### src/rtl/fetch_stage.sv
// ============================================================================
// Module   : fetch_stage
// Purpose  : Y86-64 pipelined fetch stage with F (predPC + run/stop FSM) and
//            D pipeline registers. Selects the fetch PC, splits the
//            instruction bytes, computes valP / next predPC and fetch status.
// Options  : FETCH_IFUN_CHECK_EN - when defined, ifun is validated per icode
// Revision : 1.0 - initial release
// ============================================================================
`default_nettype none

module fetch_stage #(
  parameter logic [63:0] RESET_PC = 64'd0
) (
  input  logic        clk,
  input  logic        rst,
  input  logic        stall_f,
  input  logic        stall_d,
  input  logic        bubble_d,
  input  logic [3:0]  M_icode,
  input  logic        M_cnd,
  input  logic [63:0] M_valA,
  input  logic [3:0]  W_icode,
  input  logic [63:0] W_valM,
  input  logic [79:0] imem_bytes,
  input  logic        imem_error,
  output logic [63:0] f_pc,
  output logic [3:0]  D_icode,
  output logic [3:0]  D_ifun,
  output logic [3:0]  D_rA,
  output logic [3:0]  D_rB,
  output logic [63:0] D_valC,
  output logic [63:0] D_valP,
  output logic [2:0]  D_stat,
  output logic        fetch_stopped
);

  typedef enum logic [0:0] {ST_RUN = 1'b0, ST_STOP = 1'b1} state_t;

  localparam logic [3:0] c_INOP  = 4'h1;
  localparam logic [3:0] c_RNONE = 4'hF;
  localparam logic [2:0] c_SAOK  = 3'd1;
  localparam logic [2:0] c_SHLT  = 3'd2;
  localparam logic [2:0] c_SADR  = 3'd3;
  localparam logic [2:0] c_SINS  = 3'd4;

  state_t      state_q, state_d;
  logic [63:0] predpc_q, predpc_d;
  logic [3:0]  icode_q, ifun_q, ra_q, rb_q;
  logic [3:0]  icode_d, ifun_d, ra_d, rb_d;
  logic [63:0] valc_q, valp_q, valc_d, valp_d;
  logic [2:0]  stat_q, stat_d;

  logic        w_redirect_m, w_redirect_w, w_redirect, w_fetch_active;
  logic [3:0]  w_icode, w_ifun, w_ra, w_rb, w_len;
  logic [63:0] w_valc, w_valp, w_next_pc;
  logic [2:0]  w_stat;
  logic        w_ifun_bad;

  assign w_redirect_m   = (M_icode == 4'h7) && !M_cnd;
  assign w_redirect_w   = (W_icode == 4'h9);
  assign w_redirect     = w_redirect_m || w_redirect_w;
  assign f_pc           = w_redirect_m ? M_valA : (w_redirect_w ? W_valM : predpc_q);
  // In STOP only an accepted redirect (not lost to stall_f) restarts fetching.
  assign w_fetch_active = (state_q == ST_RUN) || (w_redirect && !stall_f);
  assign w_valp         = f_pc + {60'd0, w_len};

  // Split the instruction bytes and derive length, operands and status.
  always_comb begin
    w_icode    = imem_bytes[7:4];
    w_ifun     = imem_bytes[3:0];
    w_len      = 4'd1;
    w_ra       = c_RNONE;
    w_rb       = c_RNONE;
    w_valc     = 64'd0;
    w_ifun_bad = 1'b0;
    case (w_icode)
      4'h2, 4'h6, 4'hA, 4'hB: begin
        w_len = 4'd2;
        w_ra  = imem_bytes[15:12];
        w_rb  = imem_bytes[11:8];
      end
      4'h3, 4'h4, 4'h5: begin
        w_len  = 4'd10;
        w_ra   = imem_bytes[15:12];
        w_rb   = imem_bytes[11:8];
        w_valc = imem_bytes[79:16];
      end
      4'h7, 4'h8: begin
        w_len  = 4'd9;
        w_valc = imem_bytes[71:8];
      end
      default: w_len = 4'd1;
    endcase
`ifdef FETCH_IFUN_CHECK_EN
    case (w_icode)
      4'h6:       w_ifun_bad = (w_ifun > 4'd3);
      4'h2, 4'h7: w_ifun_bad = (w_ifun > 4'd6);
      default:    w_ifun_bad = (w_ifun != 4'd0);
    endcase
`endif
    if (imem_error)                       w_stat = c_SADR;
    else if (w_icode > 4'hB || w_ifun_bad) w_stat = c_SINS;
    else if (w_icode == 4'h0)             w_stat = c_SHLT;
    else                                  w_stat = c_SAOK;
    if (imem_error)                       w_next_pc = f_pc;
    else if (w_icode == 4'h7 || w_icode == 4'h8) w_next_pc = w_valc;
    else                                  w_next_pc = w_valp;
  end

  // Next predPC / FSM state and D-register contents.
  always_comb begin
    state_d  = state_q;
    predpc_d = predpc_q;
    icode_d  = icode_q;
    ifun_d   = ifun_q;
    ra_d     = ra_q;
    rb_d     = rb_q;
    valc_d   = valc_q;
    valp_d   = valp_q;
    stat_d   = stat_q;
    if (!stall_f && w_fetch_active) begin
      predpc_d = w_next_pc;
      state_d  = (w_stat != c_SAOK) ? ST_STOP : ST_RUN;
    end
    if (bubble_d || (!stall_d && !w_fetch_active)) begin
      icode_d = c_INOP;
      ifun_d  = 4'h0;
      ra_d    = c_RNONE;
      rb_d    = c_RNONE;
      valc_d  = 64'd0;
      valp_d  = 64'd0;
      stat_d  = c_SAOK;
    end else if (!stall_d) begin
      if (imem_error) begin
        icode_d = c_INOP;
        ifun_d  = 4'h0;
        ra_d    = c_RNONE;
        rb_d    = c_RNONE;
        valc_d  = 64'd0;
      end else begin
        icode_d = w_icode;
        ifun_d  = w_ifun;
        ra_d    = w_ra;
        rb_d    = w_rb;
        valc_d  = w_valc;
      end
      valp_d = imem_error ? f_pc : w_valp;
      stat_d = w_stat;
    end
  end

  // F register: predicted PC and run/stop state.
  always_ff @(posedge clk or posedge rst) begin
    if (rst) begin
      state_q  <= ST_RUN;
      predpc_q <= RESET_PC;
    end else begin
      state_q  <= state_d;
      predpc_q <= predpc_d;
    end
  end

  // D register; resets to the bubble value.
  always_ff @(posedge clk or posedge rst) begin
    if (rst) begin
      icode_q <= c_INOP;
      ifun_q  <= 4'h0;
      ra_q    <= c_RNONE;
      rb_q    <= c_RNONE;
      valc_q  <= 64'd0;
      valp_q  <= 64'd0;
      stat_q  <= c_SAOK;
    end else begin
      icode_q <= icode_d;
      ifun_q  <= ifun_d;
      ra_q    <= ra_d;
      rb_q    <= rb_d;
      valc_q  <= valc_d;
      valp_q  <= valp_d;
      stat_q  <= stat_d;
    end
  end

  assign D_icode       = icode_q;
  assign D_ifun        = ifun_q;
  assign D_rA          = ra_q;
  assign D_rB          = rb_q;
  assign D_valC        = valc_q;
  assign D_valP        = valp_q;
  assign D_stat        = stat_q;
  assign fetch_stopped = (state_q == ST_STOP);

endmodule

`default_nettype wire

### config.mk
export PLATFORM = sky130hd
export DESIGN_NAME = fetch_stage
export DESIGN_NICKNAME = d
export VERILOG_FILES = /design/src/rtl/fetch_stage.sv
export SDC_FILE = /design/constraint.sdc
export NUM_CORES = 1
export LEC_CHECK = 0
export BUFFER_PORTS_ARGS = -buffer_cell sky130_fd_sc_hd__buf_2
export CORE_MARGIN = 3
export CORE_UTILIZATION = 45
export DETAILED_ROUTE_END_ITERATION = 8
export PLACE_DENSITY = 0.72
export SYNTH_ARGS = -nofsm -noshare
export SYNTH_HDL_FRONTEND = slang
export SYNTH_SLANG_ARGS = --single-unit
### constraint.sdc
create_clock -name clk -period 7.35 [get_ports clk]
set_input_delay 0.735 -clock clk [delete_from_list [all_inputs] [get_ports clk]]
set_output_delay 0.735 -clock clk [all_outputs]
set_load 0.01 [all_outputs]
======== Word level (Yosys, flattened, before mapping) ========
Index checks and enable logic that the tools add are counted.
operators by class
  $add $sub $neg .......................... 1
  $lt $le $gt $ge ......................... 1
  equal/unequal tests ..................... 13
  multiplexer cells ....................... 32
  bitwise logic cells ..................... 1
  reductions and logical operators ........ 17
operator list
  kind                                                                     count
  64-bit 2-to-1 mux                                                        10
  64-bit one-hot mux with 2 select lines                                   1
  64-bit by 4-bit adder with 64-bit output                                 1
  4-bit 2-to-1 mux                                                         14
  4-bit by 3-bit equality test with 1-bit output, second input constant    5
  4-bit equality test, second input constant                               4
  3-bit 2-to-1 mux                                                         4
  4-bit one-hot mux with 3 select lines                                    1
  4-bit by 2-bit equality test with 1-bit output, second input constant    2
  7-bit OR reduction                                                       1
  4-bit > comparator, second input constant                                1
  1-bit logical AND                                                        4
  1-bit zero test                                                          4
  4-bit zero test                                                          1
  1-bit logical OR                                                         4
  4-bit OR reduction                                                       1
  3-bit by 1-bit inequality test with 1-bit output, second input constant  1
  3-bit OR reduction                                                       1
  2-bit 2-to-1 mux                                                         1
  2-bit by 1-bit inequality test with 1-bit output, second input constant  1
  2-bit OR reduction                                                       1
  1-bit 2-to-1 mux                                                         1
  1-bit inverter                                                           1
storage, ports and cells
  register bits ........................... 212
  input port bits ......................... 223
  word-level logic and storage cells ...... 74

======== Depth between registers and ports, before layout ========
Gate-level depths: netlist of the first run.
  depth after elaboration ................. 9
  depth in mapped cells ................... 22

======== Worst setup path after synthesis of the first run ========
Ideal clock, no wire load.
  path kind ............................... input to register
  start point ............................. input port M_icode[1]
  end point ............................... register predpc_q[58]
  setup time .............................. 0.141 ns
  arrival ................................. 4.906 ns
  data required time ...................... 7.209 ns
  path slack .............................. 2.303 ns
  cell stages on the path ................. 21
  buffers on the path ..................... 8
  path through ............................ and4b_1 buf_4 nand2_4 buf_6 buf_4 buf_4 buf_4 clkbuf_1 buf_1 a31oi_1 ha_1 fa_1 and3_1 a31o_2 a41oi_1 or3_4 buf_6 nor2_8 a32oi_1 or2_0 a31oi_1
between the ends
  word-level cells in the longest chain between the ends .. 6
ends and longest elaborated chain
  element                                         line  source
  from (decl)                                     19    input logic [3:0] M_icode,
  4-bit by 3-bit equality test with 1-bit output  59    assign w_redirect_m = (M_icode == 4'h7) && !M_cnd;
  1-bit logical AND                               59
  64-bit 2-to-1 mux                               62    assign f_pc = w_redirect_m ? M_valA : (w_redirect_w ? W_valM : predpc_q);
  via f_pc[0]                                     26    output logic [63:0] f_pc,
  64-bit by 4-bit adder with 64-bit output        65    assign w_valp = f_pc + {60'd0, w_len};
  64-bit 2-to-1 mux                               106   else if (w_icode == 4'h7 || w_icode == 4'h8) w_next_pc = w_valc;
  64-bit 2-to-1 mux                               105   if (imem_error) w_next_pc = f_pc;
  to (signal assigned)                            159   predpc_q <= predpc_d;
  to (decl)                                       47    logic [63:0] predpc_q, predpc_d;
The timed path passes the listed nets, and every way through them passes these cells.
A chain may end at the register's enable or synchronous reset.

======== Worst setup path after layout of the first run ========
  start point ............................. input port M_cnd
  end point ............................... register predpc_q[56]
between the ends
  word-level cells in the longest chain between the ends .. 6
ends and longest elaborated chain
  element                                                                        line      source
  from (decl)                                                                    20        input logic M_cnd,
  1-bit zero test (*)                                                            59
  1-bit logical AND (*)                                                          59
  64-bit 2-to-1 mux or 1-bit logical OR (tied branches)                          62, 61
  64-bit by 4-bit adder with 64-bit output or 1-bit logical AND (tied branches)  65, 64
  64-bit 2-to-1 mux or 1-bit logical OR (tied branches)                          106, 64
  64-bit 2-to-1 mux or 1-bit logical AND (tied branches)                         105, 121
Mark *: on every way between the ends. The rest lies on a longest branch, timed or not.

==> results of run 1 <==
[worst reg2reg max path, delay by kind of cell, from the launching register on]
family	cells	cell delay, ps
AND/OR/NAND/NOR	6	1300
flip-flops	1	380
adder cells (fa/ha/maj)	2	780
AO/OA/AOI/OAI	4	1130
[registers in the layout, summed over array words and instances (netlist names)]
signal / cells
D_icode: 4
D_ifun: 4
D_rA: 4
D_rB: 4
D_stat: 3
D_valC: 64
D_valP: 64
fetch_stopped: 1
predpc_q: 64
[layer usage]
layer / share of wire [%] / routed length [microns]
met1: 39 / 23080
met2: 46 / 27640
met3: 9.3 / 5568
met4: 6.0 / 3595
met5: 0.012 / 7
[cell type report]
| cell class | count | area share [%] |
|---|---|---|
| antenna | 1 | 0.01495 |
| clock buffer | 39 | 4.357 |
| clock inverter | 8 | 0.6427 |
| inverter | 34 | 0.8071 |
| multi-input combinational | 1305 | 45.67 |
| sequential | 212 | 31.76 |
| tap | 384 | 2.870 |
| timing repair buffer | 454 | 13.88 |
[placed cells by master (no fill, tap or decap), types with 43 or more instances in the layout]
cell type,count
nor3_1,43
nand2_1,340
nand3_1,45
nor2_1,115
buf_2,433
dfrtp_1,202
o21ai_0,145
a21oi_1,92
a22oi_1,65
xnor2_1,73
a31oi_1,46
[how the worst max path moves through the flow]
| stage | from | end | slack (ps) |
|---|---|---|---|
| CTS | M_cnd | predpc_q[56] | 2400 |
| detailed placement | M_cnd | predpc_q[56] | 1840 |
| global placement | M_icode[3] | predpc_q[56] | 2070 |
| floorplan | rst | D_icode[1] | 840 |
| global route | M_cnd | predpc_q[41] | 1990 |
| finish | M_cnd | predpc_q[56] | 2220 |
[through the flow]
stage	utilization [%]	worst slack (ps)	power [mW]	hold slack [ps]
after detailed placement	54.38	1837	3.080	464.9
after global routing	57.25	1985	4.604	291.5
after global placement	54.38	2070	3.057	457.0
after CTS	57.24	2397	4.374	269.9
final	57.25	2224	4.397	250.9
after floorplan	-	837.3	2.475	442.8
[Yosys cell counts, types with 6 or more instances]
master    count
clkbuf_1     95
nor3_1       43
a22o_1        7
dfrtp_1     202
a22oi_1      65
and3_1       31
nand3_1      46
xnor2_1      73
a31oi_2       6
nand2_1     341
o21ai_1      28
inv_1        33
o22ai_1      17
mux2i_1      28
a31oi_1      46
mux2_2       18
a311oi_1      9
a211oi_1     20
a221oi_1     11
buf_6         6
xor2_1        6
nand4_1      12
buf_1        13
a41oi_1       7
o22a_1       11
buf_2        11
o221ai_1     14
a21oi_1      92
dfstp_2      10
o21ai_0     146
nor4_1        6
nor2_1      117
a31o_2        8
[power groups by stage]
stage	logic, mW	clock network, mW	registers [mW]
2_1_floorplan	1.03	0	1.44
6_report	1.62	1.30	1.47
3_5_place_dp	1.60	0	1.48
5_1_grt	1.76	1.36	1.49
4_1_cts	1.60	1.30	1.47
3_3_place_gp	1.58	0	1.48
[cells by family (layout without fill, tap and decap cells)]
| kind of cell | Yosys count | after routing |
|---|---|---|
| buf+inv | 164 | 535 |
| other cells | 0 | 1 |
| fa+ha+maj | 4 | 4 |
| simple gates | 653 | 653 |
| flops | 212 | 212 |
| compound gates | 521 | 521 |
| mux | 48 | 48 |
| xor+xnor | 79 | 79 |
==> flow_metrics.py, run 1 <==
metrics = {
    "run_status": {
        "status": "finished clean",
    },
    "logic_synthesis": {
        "netlist.area_leader.share_pct": 37.19,
        "async_flop_share_pct": 100.0,
        "yosys_warnings": 0,
        "synth_mux_area_share_pct": 3.737,
        "synth-simple-area-share_pct": 22.15,
        "ys_types": 83,
        "synth_compound_area_share_pct": 24.38,
        "ys_ff_latch": 212,
        "yosys-top-cells-area": "dfrtp_1 (37%), nand2_1 (9.4%), o21ai_0 (5.4%)",
        "synth_nets": 1908,
        "synth_xor_area_share_pct": 5.091,
        "yosysSeqAreaShare_pct": 39.12,
        "syn_area_sq_um": 13590,
        "synth_fa_ha_area_share_pct": 0.4235,
        "ys.flop_type": "dfrtp_1",
        "synth_edf_count": 0,
        "synthCells": 1681,
        "synth_largest_area_cell": "dfrtp_1",
        "synth_top_family_by_area": "compound AO/OA/AOI/OAI gates",
        "postSynthAreaPerCell_sq_um": 8.086,
    },
    "critical_path": {
        "rr_worst_depth": 12,
        "cpPeakStageDelay_ps": 700,
        "crit_chain": "buf_2, inv_1, nand2_4, a31oi_1, ha_1, fa_1, and3_1, a31o_2, a41oi_1, or3_4, nor3_4, and3_1, nor3_1, o41ai_2",
        "cp_max_fo": 63,
        "path_delay_family": "simple AND/OR/NAND/NOR gates",
        "cp_common_cell": "and3_1",
        "cp_num_buf_inv": 2,
        "worstSetupPathType": "input pin to register",
        "cp_slowest_cell": "nand2_4",
        "r2r_setup_slack_ps": 3620,
        "reg2reg_to": "predpc_q[56]",
        "reg2reg_from": "predpc_q[0]",
        "path_depth": 14,
        "crit_path_start_kind": "input pin",
        "arrival_ps": 5520,
        "critPathRequiredTime_ps": 7750,
        "end_kind": "register",
    },
    "sta": {
        "tns_ps": 0,
        "maxSlewHeadroom_pct": 18.80,
        "worst_pin_slew_ps": 1218,
        "post-route-min-period_ps": 5126,
        "max_freq_mhz": 195.1,
        "fin_worst_skew_ps": 24.56,
        "slew_viol_final": 0,
        "finalCritPeriodShare_pct": 69.75,
        "final-setup-viol-count": 0,
        "hold_viol": 0,
        "rsz0062_at_grt": "false",
    },
    "min_path": {
        "hold_path.class": "input pin to async pin",
    },
    "clocking": {
        "path_clk_slew_ps": 60,
        "cts_resized": 0,
        "cts_buffers": 26,
        "cts_tree": "built",
        "clockRootBuffer": "clkbuf_16",
        "postCtsHoldBufs": 0,
        "h-tree-depth": 1,
        "clk_latency_ps": 550,
        "cts_setup_buffers": 0,
        "clock-sinks": 212,
        "max-clock-path-buffers": 3,
    },
    "finish": {
        "seq_area_sq_um": 5318,
        "fin_cells": 2437,
        "fill_cells": 2835,
        "finalInstanceArea_sq_um": 16740,
        "syn_to_final_growth_pct": 23.19,
        "multi_input_area_sq_um": 7646,
        "fin_nets": 2260,
        "drive_gt1_share_pct": 27.97,
    },
    "placed_design": {
        "numPortBuffers": 434,
        "placed_area_sq_um": 15900,
        "dp_cells": 2389,
        "gp_congestion": 0.9573,
        "dp_hpwl_microns": 43600,
    },
    "power_and_ir_drop": {
        "p_per_area_nw_per_um2": 262.6,
        "leakagePower_nw": 7.732,
        "p_switching_mw": 1.699,
        "pwr-share-clk_pct": 29.6,
        "combPwrFrac_pct": 36.9,
        "sequentialPowerShare_pct": 33.5,
        "p_sw_share_pct": 38.64,
        "ir_drop_mv": 0.1677,
        "p_int_mw": 2.698,
    },
    "floorplanning": {
        "core_area_sq_um": 29250,
        "top_level_ports": 435,
        "initial_core_util_pct": 46.47,
        "dieHeight_microns": 179.8,
        "die_area_sq_um": 32320,
        "row_count": 62,
        "die_w_microns": 179.8,
    },
    "grt": {
        "overflow": 0,
        "grt_pass1_wl_microns": 89470,
        "grt_max_degree": 85,
        "grtUsageMet3_pct": 6.043,
        "grt-busiest-layer": "met2",
        "first_global_vias": 14690,
        "grtUsageMet1_pct": 45.16,
        "grt_usage_pct": 35.07,
        "antenna_found_initial": 2,
        "grtUsageMet2_pct": 56.64,
    },
    "drt": {
        "num_vias": 15190,
        "ant_nets": 0,
        "wire_per_inst_microns": 24.57,
        "routed_wl_microns": 59890,
        "drc": 0,
        "avgViaCountPerCell": 6.231,
        "drtIter0Drc": 1710,
        "drt_pass1_iterations": 7,
    },
    "flow_run": {
        "maxCapViolations": 0,
    },
}
No activity file was read; power rests on OpenSTA's default activity.
==> run 2, diff against run 1 <==
--- a/config.mk
+++ b/config.mk
@@ -9,7 +9,7 @@
 export CORE_MARGIN = 3
 export CORE_UTILIZATION = 45
 export DETAILED_ROUTE_END_ITERATION = 8
-export PLACE_DENSITY = 0.72
+export PLACE_DENSITY = 0.75
 export SYNTH_ARGS = -nofsm -noshare
 export SYNTH_HDL_FRONTEND = slang
 export SYNTH_SLANG_ARGS = --single-unit
==> constraint.sdc (replaced) <==
create_clock -name clk -period 4.1 [get_ports clk]
set_input_delay 0.41 -clock clk [delete_from_list [all_inputs] [get_ports clk]]
set_output_delay 0.41 -clock clk [all_outputs]
set_load 0.01 [all_outputs]
==> run 2 against run 1 <==
Compared with the run above: die area unchanged; final area grew 3.4%; sequential share of layout area down 1.0 points; sequential power up 80%; first-iteration DRC count fell by 4.0%; clock power rose by 89%; flip-flop and latch count unchanged; worst setup slack worse by 1500 ps; hold slack got worse by 170 ps; cell count is 2.1% higher; via count is 1.7% higher; clock skew down 11 ps; largest cell class unchanged.
==> flow_metrics.py, run 2 (synthesis gave the netlist of run 1 again) <==
metrics = {
    "sta": {
        "max_freq_mhz": 295.7,
        "finalCritPeriodShare_pct": 82.50,
        "slew_viol_final": 0,
        "post-route-min-period_ps": 3382,
        "hold_viol": 0,
        "rsz0062_at_grt": "false",
        "hold_ws_ps": 76.43,
        "fin_worst_skew_ps": 13.06,
        "final-setup-viol-count": 0,
        "worst_pin_slew_ps": 953.7,
        "maxSlewHeadroom_pct": 36.28,
        "tns_ps": 0,
    },
    "critical_path": {
        "path_delay_family": "simple AND/OR/NAND/NOR gates",
        "cp-endpoint": "D_valP[36]",
        "rr_worst_depth": 12,
        "cp_slowest_cell": "nor3_2",
        "crit_path_start_kind": "input pin",
        "cp-startpoint": "W_icode[2]",
        "worstSetupPathType": "input pin to register",
        "reg2reg_to": "D_valP[36]",
        "cpPeakStageDelay_ps": 550,
        "path_depth": 14,
        "cp_max_fo": 12,
        "arrival_ps": 3770,
        "r2r_setup_slack_ps": 960,
        "cp_num_buf_inv": 2,
        "end_kind": "register",
        "critPathRequiredTime_ps": 4480,
        "reg2reg_from": "predpc_q[0]",
        "crit_chain": "buf_2, and4bb_4, buf_4, nand2_1, a31oi_2, ha_1, and3_1, a31o_2, a41oi_4, nor3_2, nand3_2, nor4_1, xnor2_1, o21ai_1",
    },
    "clocking": {
        "postCtsHoldBufs": 0,
        "cts_tree": "built",
        "clockRootBuffer": "clkbuf_16",
        "cts_buffers": 25,
        "path_clk_slew_ps": 60,
        "max-clock-path-buffers": 3,
        "cts_resized": 0,
        "h-tree-depth": 1,
        "clk_latency_ps": 540,
        "clock-sinks": 212,
        "cts_setup_buffers": 0,
    },
    "power_and_ir_drop": {
        "p_total_mw": 8.247,
        "ir_drop_mv": 0.2693,
        "p_per_area_nw_per_um2": 476.3,
        "leakagePower_nw": 8.043,
    },
    "floorplanning": {
        "die_area_sq_um": 32320,
        "die_w_microns": 179.8,
        "dieHeight_microns": 179.8,
        "core_area_sq_um": 29250,
        "initial_core_util_pct": 46.47,
        "row_count": 62,
        "top_level_ports": 435,
    },
    "finish": {
        "drive_gt1_share_pct": 30.24,
        "syn_to_final_growth_pct": 27.40,
        "layout_common_cells": "buf_2 (433), nand2_1 (340), dfrtp_1 (202), o21ai_0 (145), nor2_1 (114)",
        "fin_nets": 2309,
        "layout_commonest_cell": "buf_2",
        "fill_cells": 2711,
    },
    "grt": {
        "first_global_vias": 15040,
        "overflow": 0,
        "antenna_found_initial": 2,
        "grt_pass1_wl_microns": 91810,
        "grt_usage_pct": 36.07,
        "grt_max_degree": 122,
    },
    "drt": {
        "num_vias": 15440,
        "ant_nets": 0,
        "avgViaCountPerCell": 6.210,
        "drt_pass1_iterations": 5,
        "routed_wl_microns": 61190,
        "drc": 0,
        "wire_per_inst_microns": 24.60,
        "drtIter0Drc": 1642,
    },
    "placed_design": {
        "numPortBuffers": 434,
        "gp_congestion": 0.9453,
        "dp_hpwl_microns": 45900,
    },
    "min_path": {
        "hold_path.class": "input pin to async pin",
    },
    "run_status": {
        "status": "finished clean",
    },
    "flow_run": {
        "maxCapViolations": 0,
    },
}
[run 2: stage by stage]
step | setup slack (ps) | cells | area [sq um] | util (%)
floorplan | -16.89 | 1681 | 13710 | -
global placement | 385.3 | 2439 | 16430 | 56.17
detailed placement | 272.9 | 2439 | 16430 | 56.17
CTS | 809.5 | 2484 | 17310 | 59.18
global route | 584.8 | 2486 | 17310 | 59.20
finish | 717.6 | 2487 | 17320 | 59.21
[run 2: layout make-up]
class | count | area [sq um] | share of cell area (%)
timing repair buffer | 504 | 2775 | 16.03
sequential | 212 | 5318 | 30.71
multi-input combinational | 1305 | 7724 | 44.61
inverter | 34 | 131.4 | 0.7587
clock buffer | 32 | 681.9 | 3.938
clock inverter | 13 | 197.7 | 1.142
tap | 384 | 480.5 | 2.775
antenna | 3 | 7.507 | 0.04336
[run 2: how the worst min path moves through the flow]
stage	endpoint	slack, ps	start	cells after the start
2_1_floorplan	predpc_q[4]	440	predpc_q[4]	2
4_1_cts	D_valP[13]	80	rst	2
5_1_grt	D_ifun[1]	110	imem_bytes[1]	2
3_5_place_dp	D_valC[16]	470	D_valC[16]	2
3_3_place_gp	D_valP[9]	460	D_valP[9]	2
6_report	D_valP[13]	80	rst	2
[run 2: routing by layer]
metal,share of wire (%),wire [microns],global-route usage (%)
met1,38,23190,45.99
met5,0,0,0
met2,46,28430,58.63
met4,6.5,3983,19.80
met3,9.1,5587,6.002
[run 2: power breakdown]
group | switching (mW) | internal, mW
clock network | 0.974 | 1.49
logic | 1.90 | 1.24
registers | 0.258 | 2.40
==> run 3, diff against run 2 <==
==> constraint.sdc (replaced) <==
create_clock -name clk -period 2.75 [get_ports clk]
set_input_delay 0.275 -clock clk [delete_from_list [all_inputs] [get_ports clk]]
set_output_delay 0.275 -clock clk [all_outputs]
set_load 0.01 [all_outputs]
==> run 3 against run 2 <==
Compared with the run above: the run now ends with setup timing left; sequential power rose by 48%; largest power group unchanged; worst setup slack worse by 780 ps; critical path type is now register to register; critical endpoint is now predpc_q[56]; first-iteration DRC count rose by 20%; clock skew grew 2.3 ps; hold slack got worse by 54 ps; highest routed layer unchanged; largest cell class unchanged.
==> flow_metrics.py, run 3 (synthesis gave the netlist of run 1 again) <==
metrics = {
    "placed_design": {
        "dp_cells": 2619,
        "placed_area_sq_um": 18020,
        "gp_congestion": 0.9973,
        "numPortBuffers": 434,
        "dp_hpwl_microns": 48750,
    },
    "min_path": {
        "hold_end": "D_valC[59]",
        "holdPathStages": 3,
        "min_from": "imem_bytes[75]",
        "hold_path.class": "input pin to register",
    },
    "grt": {
        "grtUsageMet2_pct": 61.84,
        "grt_max_degree": 138,
        "grt_pass1_wl_microns": 95630,
        "grt_usage_pct": 37.44,
        "antenna_found_initial": 2,
        "grtUsageMet1_pct": 48.18,
        "grt-busiest-layer": "met2",
        "first_global_vias": 15920,
        "overflow": 0,
        "grtUsageMet3_pct": 5.699,
    },
    "clocking": {
        "h-tree-depth": 1,
        "clock-sinks": 212,
        "cts_buffers": 26,
        "path_clk_slew_ps": 70,
        "clk_latency_ps": 540,
        "cts_tree": "built",
        "max-clock-path-buffers": 3,
        "clockRootBuffer": "clkbuf_16",
    },
    "power_and_ir_drop": {
        "p_per_area_nw_per_um2": 676.3,
        "leakagePower_nw": 9.140,
        "ir_drop_mv": 0.4881,
        "p_total_mw": 13.03,
    },
    "run_status": {
        "status": "finished, violations left",
        "violations": "setup timing",
    },
    "drt": {
        "drt_pass1_iterations": 6,
        "num_vias": 16360,
        "ant_nets": 0,
        "drtIter0Drc": 1977,
        "routed_wl_microns": 64170,
        "avgViaCountPerCell": 6.091,
        "drc": 0,
        "wire_per_inst_microns": 23.89,
    },
    "sta": {
        "slew_viol_final": 0,
        "finalCritPeriodShare_pct": 102.1,
        "hold_ws_ps": 22.53,
        "maxSlewHeadroom_pct": 37.12,
        "hold_viol": 0,
        "worst_pin_slew_ps": 939.7,
        "setup_slack_ps": -57.43,
        "rsz0062_at_grt": "true",
        "max_freq_mhz": 356.2,
        "fin_worst_skew_ps": 15.40,
        "post-route-min-period_ps": 2807,
        "final-setup-viol-count": 9,
    },
    "finish": {
        "fin_nets": 2508,
        "fill_cells": 2530,
        "drive_gt1_share_pct": 38.13,
        "layout_commonest_cell": "buf_2",
        "layout_common_cells": "buf_2 (433), nand2_1 (329), buf_4 (239), dfrtp_1 (202), o21ai_0 (129)",
        "fin_cells": 2686,
        "syn_to_final_growth_pct": 41.73,
        "fin_util_pct": 65.87,
        "finalInstanceArea_sq_um": 19260,
    },
    "floorplanning": {
        "row_count": 62,
        "die_area_sq_um": 32320,
        "dieHeight_microns": 179.8,
        "initial_core_util_pct": 46.47,
        "core_area_sq_um": 29250,
        "die_w_microns": 179.8,
        "top_level_ports": 435,
    },
    "critical_path": {
        "cp_max_fo": 6,
        "cpPeakStageDelay_ps": 390,
        "cp_slowest_cell": "dfrtp_1",
        "critPathRequiredTime_ps": 3190,
        "worstSetupPathType": "register to register",
        "crit_chain": "nand2_2, a31oi_4, ha_4, fa_2, and3_4, a31o_4, a41oi_4, or3_4, nor3_4, buf_6, a21oi_2, nor3_2, o41ai_2",
        "cp_num_buf_inv": 1,
        "arrival_ps": 3240,
        "crit_path_start_kind": "register",
        "path_delay_family": "compound AO/OA/AOI/OAI gates",
        "r2r_setup_slack_ps": -60,
        "end_kind": "register",
        "rr_worst_depth": 13,
        "reg2reg_from": "predpc_q[0]",
        "reg2reg_to": "predpc_q[56]",
        "cp-startpoint": "predpc_q[0]",
    },
    "flow_run": {
        "maxCapViolations": 0,
    },
}
[run 3: cell count changes in the layout (fill, tap and decap cells not counted), sizes merged]
cell,change
clkinv,+1
buf,+189
clkbuf,+2
bufinv,-2
inv,-1
dlygate4sd3,+9
clkinvlp,+2
diode,-1
[run 3: power breakdown]
| part | internal [mW] | switching, mW |
|---|---|---|
| combinational | 2.46 | 3.08 |
| clock | 2.10 | 1.45 |
| sequential | 3.57 | 0.359 |
[run 3: area by class of cell]
cell class | count | area (sq um) | share of cell area, %
inverters | 34 | 131.4 | 0.6820
clock buffers | 34 | 710.7 | 3.689
flip-flops and latches | 212 | 5318 | 27.60
multi-input cells | 1305 | 8026 | 41.67
well taps | 384 | 480.5 | 2.494
diodes | 2 | 5.005 | 0.02598
clock inverters | 13 | 160.2 | 0.8314
repair buffers | 702 | 4432 | 23.01
[run 3: through the flow]
step	setup WS [ps]	TNS [ps]
floorplan	-1100	-147180
detailed placement	-618.1	-43400
global placement	-527.7	-36560
CTS	-37.25	-72.12
finish	-57.43	-270.2
global route	-187.6	-4615
[run 3: worst max path at each step]
stage / endpoint / slack [ps] / cells after the start
final: predpc_q[56] / -60 / 13
after global routing: predpc_q[56] / -190 / 13
after CTS: predpc_q[56] / -40 / 12
after detailed placement: D_valP[48] / -620 / 14
after global placement: predpc_q[57] / -530 / 12
after floorplan: predpc_q[58] / -1100 / 22
[run 3: per-layer routing]
metal	wire length [microns]	up-vias	part of all wire, %
li1	-	7241	-
met1	24320	7830	38
met2	30280	1093	47
met3	5847	197	9.1
met4	3719	0	5.8
met5	0	-	0
[run 3: worst min-delay path, delay by kind of cell]
kind            cells  cell delay [ps]
compound gates      2              180
buf+inv             1               80
[run 3: repair_timing]
| item | in CTS | in global routing |
|---|---|---|
| endpoints found under the hold margin | 109 | 0 |
| resized for setup | 4 | 47 |
| setup endpoints to repair | 25 | 58 |
| gates cloned | 0 | 0 |
| hold buffers | 9 | 0 |
| buffers inserted | 4 | 6 |
| pin swaps | 9 | 17 |
